### src/rtl/trace_ctrl.sv
// trace_ctrl: capture controller feeding the trace buffer.
//
// Samples CPU bus cycles on cpu_stb_i, packs each into a 48-bit trace word and
// enqueues it to the buffer. Sequencing: IDLE -> (arm) ARMED -> (trigger) POST
// -> (post count exhausted) DONE. ARMED keeps enqueueing, so the buffer, which
// overwrites its oldest entry, holds a rolling pre-trigger window.
//
// Optional feature macro: TRACE_DELTA_EN. When defined, tw_o[47:40] carries a
// saturating count of clk cycles since the previous captured sample (or arm).
// When undefined, tw_o[47:40] is 8'h00 and the counter is not built.
//
// Ports:
//   clk, resetn                  clock, synchronous active-low reset
//   cpu_stb_i, cpu_ab_i,         bus sample strobe, address, data,
//   cpu_db_i, cpu_flags_i        flags {vpb, mlb, sync, rwn}
//   arm_i, stop_i                control pulses
//   trig_ext_i                   external trigger (level, sampled every clk)
//   cfg_trig_addr_i/aen_i        address-match trigger config
//   cfg_post_i                   samples captured after the trigger sample
//   tw_o, twenq_o, tbuf_clear_o  buffer write word / enqueue / clear
//   state_o                      0 IDLE, 1 ARMED, 2 POST, 3 DONE
module trace_ctrl #(
  parameter int unsigned POST_W = 8
) (
  input  logic              clk,
  input  logic              resetn,
  input  logic              cpu_stb_i,
  input  logic [23:0]       cpu_ab_i,
  input  logic [7:0]        cpu_db_i,
  input  logic [3:0]        cpu_flags_i,
  input  logic              arm_i,
  input  logic              stop_i,
  input  logic              trig_ext_i,
  input  logic [23:0]       cfg_trig_addr_i,
  input  logic              cfg_trig_aen_i,
  input  logic [POST_W-1:0] cfg_post_i,
  output logic [47:0]       tw_o,
  output logic              twenq_o,
  output logic              tbuf_clear_o,
  output logic [1:0]        state_o
);

  typedef enum logic [1:0] {
    StIdle  = 2'd0,
    StArmed = 2'd1,
    StPost  = 2'd2,
    StDone  = 2'd3
  } state_e;

  state_e              state_q, state_d;
  logic [POST_W-1:0]   postcnt_q, postcnt_d;
  logic                pend_q, pend_d;
  logic                enq_d, mark_d, clr_d;
  logic [7:0]          delta;
  logic [47:0]         tw_q;
  logic                twenq_q, clr_q;

  logic trig_hit;
  logic take_trig;

  assign trig_hit  = trig_ext_i |
                     (cpu_stb_i & cfg_trig_aen_i & (cpu_ab_i == cfg_trig_addr_i));
  // A pending ext trigger promotes the next strobe to the trigger sample.
  assign take_trig = cpu_stb_i & (trig_hit | pend_q);

  // State register.
  always_ff @(posedge clk) begin
    if (!resetn) begin
      state_q   <= StIdle;
      postcnt_q <= '0;
      pend_q    <= 1'b0;
    end else begin
      state_q   <= state_d;
      postcnt_q <= postcnt_d;
      pend_q    <= pend_d;
    end
  end

  // Next-state logic; priority stop > arm > trigger > strobe.
  always_comb begin
    state_d   = state_q;
    postcnt_d = postcnt_q;
    pend_d    = pend_q;
    if (stop_i) begin
      state_d   = StIdle;
      postcnt_d = '0;
      pend_d    = 1'b0;
    end else if (arm_i) begin
      state_d   = StArmed;
      postcnt_d = cfg_post_i;
      pend_d    = 1'b0;
    end else begin
      unique case (state_q)
        StArmed: begin
          if (take_trig) begin
            pend_d  = 1'b0;
            state_d = (postcnt_q == '0) ? StDone : StPost;
          end else if (!cpu_stb_i && trig_ext_i) begin
            pend_d = 1'b1;
          end
        end
        StPost: begin
          if (cpu_stb_i) begin
            postcnt_d = postcnt_q - 1'b1;
            if (postcnt_d == '0) state_d = StDone;
          end
        end
        default: ;
      endcase
    end
  end

  // Output decode; the strobe in an arm or stop cycle is never captured.
  always_comb begin
    enq_d  = 1'b0;
    mark_d = 1'b0;
    clr_d  = 1'b0;
    if (!stop_i) begin
      if (arm_i) begin
        clr_d = 1'b1;
      end else if (cpu_stb_i && (state_q == StArmed || state_q == StPost)) begin
        enq_d  = 1'b1;
        mark_d = (state_q == StArmed) && take_trig;
      end
    end
  end

`ifdef TRACE_DELTA_EN
  logic [7:0] delta_q;

  // Restarts at 1 so the first sample after arm / capture reads cycles elapsed.
  always_ff @(posedge clk) begin
    if (!resetn) begin
      delta_q <= 8'd0;
    end else if (clr_d || enq_d) begin
      delta_q <= 8'd1;
    end else if (delta_q != 8'hff) begin
      delta_q <= delta_q + 8'd1;
    end
  end

  assign delta = delta_q;
`else
  assign delta = 8'h00;
`endif

  // Registered buffer interface.
  always_ff @(posedge clk) begin
    if (!resetn) begin
      tw_q    <= '0;
      twenq_q <= 1'b0;
      clr_q   <= 1'b0;
    end else begin
      twenq_q <= enq_d;
      clr_q   <= clr_d;
      if (enq_d) tw_q <= {delta, mark_d, 3'b000, cpu_flags_i, cpu_ab_i, cpu_db_i};
    end
  end

  assign tw_o         = tw_q;
  assign twenq_o      = twenq_q;
  assign tbuf_clear_o = clr_q;
  assign state_o      = state_q;

endmodule
### config.mk
export PLATFORM = sky130hd
export DESIGN_NAME = trace_ctrl
export DESIGN_NICKNAME = d
export VERILOG_FILES = /design/src/rtl/trace_ctrl.sv
export SDC_FILE = /design/constraint.sdc
export NUM_CORES = 1
export LEC_CHECK = 0
export BUFFER_PORTS_ARGS = -buffer_cell sky130_fd_sc_hd__buf_4
export CAP_MARGIN = 0
export CORE_MARGIN = 4
export CORE_UTILIZATION = 29
export DETAILED_ROUTE_END_ITERATION = 6
export HOLD_SLACK_MARGIN = 0.05
export PLACE_DENSITY = 0.63
export SYNTH_ARGS = -nofsm -noshare
export SYNTH_HDL_FRONTEND = slang
export SYNTH_SLANG_ARGS = --single-unit
### constraint.sdc
create_clock -name clk -period 1.9 [get_ports clk]
set_input_delay 0.38 -clock clk [delete_from_list [all_inputs] [get_ports clk]]
set_output_delay 0.38 -clock clk [all_outputs]
set_load 0.02 [all_outputs]
==> results.toml <==
[yosys]
ys_async_sr_fraction = 0
synth_seq_cells = 50
synth_common_cells = "nand2_1 (78), dfxtp_1 (50), a21boi_1 (31)"
yosysWarnings = 0
synth_area_per_cell_um2 = 8.44
ys_seq_area_frac = 0.397
synth_edf_count = 0
yosysMostFrequentCell = "nand2_1"
synth_top_area_cell = "dfxtp_1"
synth_area_leaders = "dfxtp_1 (40%), nand2_1 (12%), a21boi_1 (9.2%)"
ys_types = 35
ys.flop_type = "dfxtp_1"
synth_cells = 299
netlist_area_mm2 = 0.00252
synth_top_cell_area_share = 0.397

[timing]
setup_tns_ns = 0
hold_viol_final = 0
slew_viol_final = 0
finalClockSkew_ns = 0.00800
setup_slack_ns = 0.188
whs_ns = 0.315
period_needed_ns = 1.71
setup_viol = 0
max_freq_mhz = 584
fin_crit_sh = 0.901

[route]
num_vias = 2298
finalWirelength_mm = 7.06
vias_per_cell = 4.44
drt_pass1_iterations = 5
drt-wirelength-per-cell_um = 13.6
ant_nets = 0
initialDrtViolationCount = 51
drc = 0

[global_route]
gr-total-overflow = 0
grt_use_total = 0.133
grt_max_degree = 38
antenna_found_initial = 0
grt_pass1_vias = 2279
grt_pass1_wl_mm = 10.8

[layout]
nFillCells = 875
fin_nets = 492
area_growth_pct = 40.4
diodes = 0
drive_above_1_share = 0.332
stdcell_area_mm2 = 0.00354
final_core_util = 0.425

[worst_hold_path]
hp-start = "cfg_post_i[5]"
hold_path.class = "primary input to flip-flop"

[place]
port_buffers = 115
placed_area_mm2 = 0.00343
pre_cts_slack_ns = -0.0946
gp_congestion = 0.789
place_hpwl_mm = 5.56

[cts]
path_clk_slew_ns = 0.09
cts_tree = "done"
cts_buffers = 5
postCtsSetupBuffers = 0
worstSkewPairLatency_ns = 0.29
clockRootBuffer = "clkbuf_8"
clock_sinks = 50
hold_buffers = 0
cts_buffer_depth = 2
htree_levels = 2

[die]
die_y_um = 101
design.core.area_mm2 = 0.00834
dieWidth_um = 101
die_area_mm2 = 0.0103
row_count = 33
io_pins = 127
initial_utilization = 0.302

[flow_run]
maxCapViolCount = 0

[outcome]
status = "complete, no violations"

[setup_path]
critPathCaptureType = "flip-flop"
critPathRequiredTime_ns = 2.09
crit_arrival_ns = 1.90
critPathMaxFanout = 8
cp-start-kind = "flip-flop"
critPathKind = "flip-flop to flip-flop"
startpoint = "state_o[1]"
rr_startpoint = "state_o[1]"

[pwr]
power.leakage_nw = 1.50
vdd_drop_max_uv = 275
p_per_area_mw_per_mm2 = 612
[logic make-up after synthesis]
group,synth area share
AOI/OAI and AO/OA,0.156
muxes,0.00794
xor gates and xnor gates,0.115
and+or+nand+nor,0.218
DFF,0.397
adders and majority gates,0.0248
buffers and inverters,0.0809
other,0.00149
[per-stage QoR]
step | instances | total power [W]
6_report | 518 | 0.00217
5_1_grt | 518 | 0.00228
4_1_cts | 518 | 0.00220
3_5_place_dp | 510 | 0.00146
3_3_place_gp | 510 | 0.00146
2_1_floorplan | 309 | 0.00129
[layer usage]
| layer | up-vias | routed length, µm | track usage |
|---|---|---|---|
| met4 | 0 | 105 | 0.0317 |
| met5 | - | 0 | 0 |
| met2 | 81 | 3460 | 0.233 |
| met1 | 1031 | 2870 | 0.158 |
| met3 | 9 | 619 | 0.0393 |
| li1 | 1177 | - | - |
[final timing paths]
path / to / slack [ns] / cells past startpoint
max: state_o[0] / 0.19 / 7
min reg2reg: tw_o[29] / 0.46 / 2
min: postcnt_q[5] / 0.31 / 3
max reg2reg: state_o[0] / 0.19 / 7
[area by class of cell]
| cell class | instances | area [µm²] | area share |
|---|---|---|---|
| inverters | 8 | 30.0 | 0.00848 |
| flip-flops and latches | 50 | 1000 | 0.283 |
| multi-input cells | 225 | 1360 | 0.383 |
| repair buffers | 122 | 916 | 0.259 |
| clock inverters | 1 | 30.0 | 0.00848 |
| well taps | 105 | 131 | 0.0371 |
| clock buffers | 7 | 76.3 | 0.0215 |
[flip-flops by register name (all words and copies together), names as in the netlist]
name / flops
tw_o: 37
postcnt_q: 8
state_o: 2
pend_q: 1
tbuf_clear_o: 1
twenq_o: 1
[cell usage in the layout (no fill, tap or decap), drive strengths merged, types with 2 or more instances in the layout]
cell,count
xor2,7
dfxtp,50
clkbuf,7
nor4,3
xnor2,26
nor2,17
nand2,78
a21boi,37
mux2i,2
nand4,7
conb,11
inv,8
nand3,4
nand2b,2
nor3,6
a21oi,9
buf,122
ha,5
o21ai,2
[worst max-delay path, stage by stage, from the launching register on]
cell,delay (ns)
dfxtp_1,0.39
ha_1,0.21
and2_1,0.32
nand4_1,0.17
nor2_2,0.16
o21ai_0,0.09
o21a_1,0.19
o31a_1,0.09
[where the power goes]
group	internal (W)	total, W	switching, W	leakage [nW]
sequential	0.00106	0.00108	0.0000132	0.404
combinational	0.000193	0.000358	0.000164	1.04
clock	0.000395	0.000732	0.000337	0.0524
total	0.00165	0.00217	0.000515	1.50
[what timing repair did]
| item | CTS | global route |
|---|---|---|
| hold endpoints to repair | 0 | 0 |
| endpoints found under the setup margin | 0 | 1 |
| resized for setup | 0 | 1 |
Note: power is estimated with default switching activity, not from simulation.
